<file path="src/rtl/iter_shift_unit.sv">
// Multi-cycle SLL/SRL/SRA/ROTR unit: moves at most STEP bit positions per cycle
// and reports completion with a one-cycle done pulse.

module iter_shift_step #(
  parameter int WIDTH = 32,
  parameter int SHW   = 5
) (
  input  logic [WIDTH-1:0] val_i,
  input  logic [1:0]       op_i,
  input  logic [SHW:0]     s_i,
  output logic [WIDTH-1:0] y_o
);
  logic [2*WIDTH-1:0] dbl;

  always_comb begin
    // Rotating right is the low half of the doubled word shifted right.
    dbl = {val_i, val_i} >> s_i;
    case (op_i)
      2'b00:   y_o = val_i << s_i;
      2'b01:   y_o = val_i >> s_i;
      2'b10:   y_o = $unsigned($signed(val_i) >>> s_i);
      default: y_o = dbl[WIDTH-1:0];
    endcase
  end
endmodule

module iter_shift_unit #(
  parameter int WIDTH = 32,
  parameter int SHW   = 5,
  parameter int STEP  = 4
) (
  input  logic             clk,
  input  logic             rst,
  input  logic             start,
  input  logic [1:0]       op,
  input  logic             use_reg,
  input  logic [SHW-1:0]   shamt,
  input  logic [WIDTH-1:0] rs_val,
  input  logic [WIDTH-1:0] operand,
  output logic             busy,
  output logic             done,
  output logic [WIDTH-1:0] result,
  output logic [WIDTH-1:0] amt_out
);
  typedef enum logic [1:0] {S_IDLE, S_SHIFT, S_DONE} state_t;

  // One bit wider than SHW so STEP == WIDTH is representable.
  localparam logic [SHW:0] STEP_L = (SHW+1)'(STEP);

  state_t           state_q, state_d;
  logic [WIDTH-1:0] work_q, work_d, result_q, result_d, shifted;
  logic [1:0]       op_q, op_d;
  logic [SHW-1:0]   rem_q, rem_d, amt_q, amt_d, amt_sel, rem_step;
  logic [SHW:0]     step_amt;
  logic             accept;
  logic             rs_unused;

  assign rs_unused = ^rs_val[WIDTH-1:SHW];
  assign amt_sel   = use_reg ? rs_val[SHW-1:0] : shamt;
  assign accept    = start && (state_q != S_SHIFT);
  assign step_amt  = ({1'b0, rem_q} < STEP_L) ? {1'b0, rem_q} : STEP_L;
  assign rem_step  = rem_q - step_amt[SHW-1:0];

  iter_shift_step #(.WIDTH(WIDTH), .SHW(SHW)) u_step (
    .val_i (work_q),
    .op_i  (op_q),
    .s_i   (step_amt),
    .y_o   (shifted)
  );

  always_comb begin
    state_d  = state_q;
    work_d   = work_q;
    op_d     = op_q;
    rem_d    = rem_q;
    amt_d    = amt_q;
    result_d = result_q;
    case (state_q)
      S_SHIFT: begin
        work_d = shifted;
        rem_d  = rem_step;
        if (rem_step == '0) begin
          result_d = shifted;
          state_d  = S_DONE;
        end
      end
      default: begin
        state_d = S_IDLE;
        if (accept) begin
          work_d = operand;
          op_d   = op;
          rem_d  = amt_sel;
          amt_d  = amt_sel;
          if (amt_sel == '0) begin
            result_d = operand;
            state_d  = S_DONE;
          end else begin
            state_d  = S_SHIFT;
          end
        end
      end
    endcase
  end

  always_ff @(posedge clk) begin
    if (rst) begin
      state_q  <= S_IDLE;
      work_q   <= '0;
      op_q     <= '0;
      rem_q    <= '0;
      amt_q    <= '0;
      result_q <= '0;
    end else begin
      state_q  <= state_d;
      work_q   <= work_d;
      op_q     <= op_d;
      rem_q    <= rem_d;
      amt_q    <= amt_d;
      result_q <= result_d;
    end
  end

  assign busy    = (state_q == S_SHIFT);
  assign done    = (state_q == S_DONE);
  assign result  = result_q;
  assign amt_out = {{(WIDTH-SHW){1'b0}}, amt_q};
endmodule

</file>
<file path="config.mk">
export PLATFORM = sky130hd
export DESIGN_NAME = iter_shift_unit
export DESIGN_NICKNAME = d
export VERILOG_FILES = /design/src/rtl/iter_shift_unit.sv
export SDC_FILE = /design/constraint.sdc
export NUM_CORES = 1
export LEC_CHECK = 0
export CORE_UTILIZATION = 40
export DETAILED_ROUTE_END_ITERATION = 16
export GPL_ROUTABILITY_DRIVEN = 0
export PLACE_DENSITY_LB_ADDON = 0.2
export RECOVER_POWER = 50
export SYNTH_ARGS = -nofsm -noshare
export SYNTH_HDL_FRONTEND = slang
export SYNTH_SLANG_ARGS = --single-unit
export TNS_END_PERCENT = 20
</file>
<file path="constraint.sdc">
create_clock -name clk -period 3 [get_ports clk]
set_input_delay 0.75 -clock clk [delete_from_list [all_inputs] [get_ports clk]]
set_output_delay 0.75 -clock clk [all_outputs]
set_load 0.02 [all_outputs]
</file>
======== After elaboration in Yosys (flattened, before gate mapping) ========
Cells that the tools add are included.
storage, ports and cells
  bits in registers ....................... 78
  bits in latches ......................... 0
  RAM bits ................................ 0
  bits in read-only memories .............. 0
  output and inout bits ................... 66
  memories kept ........................... 0
cells by class
  $add $sub $neg .......................... 1
  multiply operators ...................... 0
  divide/modulo/power cells ............... 0
  $lt $le $gt $ge ......................... 1
  eq/ne operators ......................... 6
  shifts and indexed selects .............. 4
  multiplexer cells ....................... 15
  bitwise logic cells ..................... 1
  reductions and logical operators ........ 8
operators with widths
  cell                count
  $mux 32             6
  $pmux 32 s3         1
  $shr 64x5->32       1
  $shl 32x5->32       1
  $shr 32x5->32       1
  $sshr 32x5->32      1
  $mux 5              4
  $logic_not 5->1     2
  $mux 2              4
  $lt 5x3->1 const B  1
  $sub 5x5->5         1
  $eq 2x1->1 const B  2
  $eq 2x2->1 const B  2
  $ne 2x1->1 const B  2
  $reduce_bool 2->1   2
  $reduce_and 3->1    1
  $logic_not 2->1     1
  $reduce_and 2->1    1
  $logic_and 1x1->1   1
  $not 1->1           1

======== Logic depth before layout (Yosys ltp) ========
  depth after elaboration ................. 6
  depth in mapped cells ................... 14

======== Cells and area by module ========
Synthesis repeated with hierarchy kept, for this count alone.
unflattened totals
  cells, all modules ...................... 1241
  area, all modules ....................... 9870.7 sq um
modules (own cells, without submodules)
  module           times used  cells each  area each (sq um)  sequential area each (sq um)
  iter_shift_step  1           806         5952.0             0.0
  iter_shift_unit  1           435         3918.8             1561.5

======== Worst setup path before layout ========
No wires, ideal clock.
  path type ............................... reg-to-reg
  from .................................... register rem_q[3]
  to ...................................... register result_q[12] (netlist: result[12])
  data arrival time ....................... 3129 ps
  required time ........................... 2884 ps
  setup slack ............................. -245 ps
  stages on the path, launching flop included .. 15
  path buffers ............................ 5
  clock period less this slack ............ 3245 ps
  cells stage by stage .................... dfxtp_1 > or3_1 > clkbuf_1 > clkbuf_1 > buf_1 > nand2_1 > ha_1 > o21ai_0 > a21oi_1 > o211ai_1 > o21a_1 > clkbuf_1 > buf_2 > nor3_1 > a31o_1
between the ends
  word-level cells in the longest chain between the ends .. 6
  elaborated cells between the ends (all ways) .. 13
  those cells by class .................... add/sub: 1; order compare: 1; eq/ne: 1; shift: 4; mux: 4; reduce/logical: 2
RTL lines
  element                                                              RTL line  text
  start, declared                                                      53        logic [SHW-1:0] rem_q, rem_d, amt_q, amt_d, amt_sel, rem_step;
  start signal, assigned                                               117       rem_q <= rem_d;
  $lt 5x3->1                                                           61        assign step_amt = ({1'b0, rem_q} < STEP_L) ? {1'b0, rem_q} : STEP_L;
  $mux 5                                                               61
  $sub 5x5->5, or another cell as far along                            62        assign rem_step = rem_q - step_amt[SHW-1:0];
  $logic_not 5->1 / $pmux 32 s3 (equally long branches)                82, 18
  $ne 2x1->1 (no source line) / $mux 32 (equally long branches)        n/a
  $reduce_and 3->1 (no source line) / $mux 32 (equally long branches)  n/a
  end signal, assigned                                                 119       result_q <= result_d;
  end, declared                                                        51        logic [WIDTH-1:0] work_q, work_d, result_q, result_d, shifted;
Parallel ways exist; a longest one is shown, timed or not. The select of a mux whose other input is x is not followed.
A chain may end at the register's enable or synchronous reset.

======== Worst setup path after layout ========
  from .................................... register rem_q[1]
  to ...................................... register result_q[23] (netlist: result[23])
The elaborated chain is that of the path after synthesis.

==> results.md <==
- 0 — number of buffers inserted by hold repair at cts
- 0 ns — setup TNS
- flip-flop — Worst setup EP type
- sky130_fd_sc_hd__dfxtp_1 — library cell with the largest summed area after synthesis
- 0.00290 µW — static leakage power
- 0.413 — initial cell density of the core
- 58 — largest net degree at the start of global routing
- 113 x sky130_fd_sc_hd__nand2_1, 78 x sky130_fd_sc_hd__dfxtp_1, 76 x sky130_fd_sc_hd__a21oi_1 — Commonest cells post-synth
- 0 — count of pins over their slew limit
- 0 — remaining design rule violation count
- 0 — fraction of synthesis flops using an asynchronous set or reset pin
- 86 — number of port buffers
- 15300 µm — post-detail-place hpwl
- 0.242 — worst slew margin relative to its limit
- 5 — number of detailed-routing iterations run before antenna repair
- 1092 — Final Instance Count excl. Fillers
- 45 — count of standard-cell rows
- 0 — count of flip-flops with a built-in enable after synthesis
- 0 — residual overflow from global routing
- 6983 — via count
- 0 — count of endpoints failing hold in the final timing report
- 0.00834 ns — final worst clock skew
- 7.56 µm² — per-instance average area after synthesis
- 0 — number of antenna violations at the first check in global routing
- 78 — total clock sinks
- 0 — Inserted Diodes
- no — setup repair after global routing missed its margin
- 0.496 — utilization of the core after routing
- flip-flop to flip-flop — critical path class
- 841 — Post-Synthesis Cells
- 0 — YS warnings
- 20.7 µm — mean routed wirelength per cell
- 891 — number of violations reported at the end of detailed-routing iteration 0
- 2.78 ns — time the worst path needs with I/O delays and setup
- 141 — top-level I/O count
- 3.21 ns — required time at the worst-slack endpoint
- 6593 — via count of the first global-routing pass
- 128 µm — Die W
- 15400 µm² — standard cell core area
- 2.99 ns — Critical Path AT
- 9 — number of buffers created by CTS
- 6350 µm² — post-synthesis instance area
- 1.14 ns — actual transition at the worst max-transition pin
- 952 — Layout Nets
- complete, no violations — outcome
- flip-flop — launching element type of the critical path
- 128 µm — Die H
- 3 — maximum level of the CTS H-tree
- 360 MHz — Highest Clock Rate
- 0.35 ns — insertion delay of the later-clocked pin in the worst-skew pair
- 0 — count of final setup violators
- 0.364 mV — maximum vdd ir drop
- 6.39 — via/cell ratio
- flip-flop to flip-flop — type of the worst min-delay path
- sky130_fd_sc_hd__dfxtp_1 25%, sky130_fd_sc_hd__mux2i_1 7.6%, sky130_fd_sc_hd__nand2_1 6.7% — top cells by area, synth
- -0.0220 ns — Post-Place Setup Slack
- 66 — Yosys cell types
- 0.07 ns — Clk pin slew, worst setup/hold paths
- 534 nW/µm² — power density over cell area
- 1075 — number of cells after detailed placement
- 0.246 — post-synthesis sequential area ratio
- done — TritonCTS clock tree
- 0.282 — global-route total usage across every layer
- 16400 µm² — area of the die
- 34 — maximum net fanout on the critical path
- 0.246 — post-synth top area share
- 22600 µm — Routed WL
- 0 — max-cap violation count
- 0.926 — final worst path period share
- 20.0% — area growth from synthesis to layout
- 0.103 — fraction of layout instances using a drive strength above 1
- sky130_fd_sc_hd__dfxtp_1 — most frequently used flop master after synthesis
- 0 — DRT antenna net count
- sky130_fd_sc_hd__clkbuf_16 — cell at the root of the clock tree
- 2 — deepest clock path buffer count
- sky130_fd_sc_hd__nand2_1 — dominant cell by count in the synthesized netlist
- 0.223 ns — worst path setup slack after routing
- 36100 µm — global-route wire length before repair
- 78 — total of flip-flops plus latches after synthesis
==> layer usage <==
metal	share of wire	vias to the layer above	global-route usage
li1	-	3157	-
met2	0.44	445	0.425
met4	0.043	0	0.152
met1	0.42	3312	0.371
met3	0.098	69	0.0693
met5	0	-	0
==> state kept, by name (all words and copies together), names as in the netlist <==
signal,count
amt_q,5
op_q,2
rem_q,5
work_q,32
result,32
state_q,2
==> cell families after synthesis <==
family	after synthesis	share of synthesized area
mux	75	0.156
buf+inv	140	0.106
other cells	2	0.00118
xor+xnor	2	0.00276
simple gates	263	0.188
compound gates	280	0.298
flops	78	0.246
fa+ha+maj	1	0.00197
==> worst paths after layout <==
check                           from                       to  slack [ns]  depth (start not counted)
min reg2reg  result[20]$_SDFFE_PP0P_  result[20]$_SDFFE_PP0P_        0.45                          2
max reg2reg    rem_q[1]$_SDFFE_PP0N_  result[23]$_SDFFE_PP0P_        0.22                          8
max            rem_q[1]$_SDFFE_PP0N_  result[23]$_SDFFE_PP0P_        0.22                          8
min          result[20]$_SDFFE_PP0P_  result[20]$_SDFFE_PP0P_        0.45                          2
==> metrics by stage <==
step	cell area, µm²	hold slack, ns	power (µW)
floorplan	6460	0.480	2330
global placement	7300	0.448	2790
detailed placement	7300	0.449	2820
CTS	7640	0.459	4060
global route	7630	0.480	4260
finish	7630	0.451	4070
==> power by group <==
group / leakage [µW] / internal (µW) / switching, µW / total [µW]
logic: 0.00209 / 599 / 897 / 1500
clock network: 0.000163 / 758 / 484 / 1240
registers: 0.000640 / 1130 / 203 / 1340
==> worst max-delay path: stages, from the launching register on <==
cell and delay (ns):
sky130_fd_sc_hd__dfxtp_2 0.36, sky130_fd_sc_hd__buf_4 0.36, sky130_fd_sc_hd__nor4b_2 0.27, sky130_fd_sc_hd__buf_4 0.30
sky130_fd_sc_hd__mux2i_1 0.23, sky130_fd_sc_hd__a21oi_1 0.09, sky130_fd_sc_hd__a2111oi_1 0.70, sky130_fd_sc_hd__buf_4 0.24
sky130_fd_sc_hd__o41ai_1 0.08
==> cell type report <==
cell class | instances | area, µm²
fillers | 1471 | 7740
multi-input cells | 649 | 4240
inverters | 8 | 30.0
well taps | 211 | 264
repair buffers | 130 | 1200
clock buffers | 10 | 239
flip-flops and latches | 78 | 1560
clock inverters | 6 | 91.3
==> cell usage in the layout, fill, tap and decap left out, types with 5 or more instances in the layout <==
master                            netlist  layout
sky130_fd_sc_hd__nand2_1              113     113
sky130_fd_sc_hd__mux2i_1               48      48
sky130_fd_sc_hd__a31o_1                 7       7
sky130_fd_sc_hd__dlygate4sd3_1          0      39
sky130_fd_sc_hd__inv_1                  5       5
sky130_fd_sc_hd__clkdlybuf4s50_1        0      45
sky130_fd_sc_hd__nor3_1                16      16
sky130_fd_sc_hd__nand3_1               41      41
sky130_fd_sc_hd__a211o_1                6       6
sky130_fd_sc_hd__o21ai_0               38      39
sky130_fd_sc_hd__o31ai_1               25      25
sky130_fd_sc_hd__buf_4                 29      35
sky130_fd_sc_hd__o2bb2ai_1              7       7
sky130_fd_sc_hd__nand2b_1               7       7
sky130_fd_sc_hd__and3_1                 7       7
sky130_fd_sc_hd__or3_1                  6       6
sky130_fd_sc_hd__nor2_1                50      49
sky130_fd_sc_hd__a31oi_1               13      13
sky130_fd_sc_hd__mux2_2                 8       8
sky130_fd_sc_hd__clkbuf_16              0       9
sky130_fd_sc_hd__o221ai_1               6       6
sky130_fd_sc_hd__dfxtp_1               78      77
sky130_fd_sc_hd__a221oi_1              13      13
sky130_fd_sc_hd__o211ai_1               9       9
sky130_fd_sc_hd__conb_1                 2      28
sky130_fd_sc_hd__mux4_2                17      17
sky130_fd_sc_hd__nor2b_1                5       5
sky130_fd_sc_hd__a22oi_1                5       5
sky130_fd_sc_hd__clkbuf_1              66       5
sky130_fd_sc_hd__a21oi_1               76      76
sky130_fd_sc_hd__a211oi_1              29      29
==> timing repair <==
item                       CTS  global route
resized for setup            0             2
gates cloned                 0             0
setup endpoints to repair    4            15
pin swaps                    1             0
buffers inserted             1             0
No activity file was read; power rests on OpenSTA's default activity.
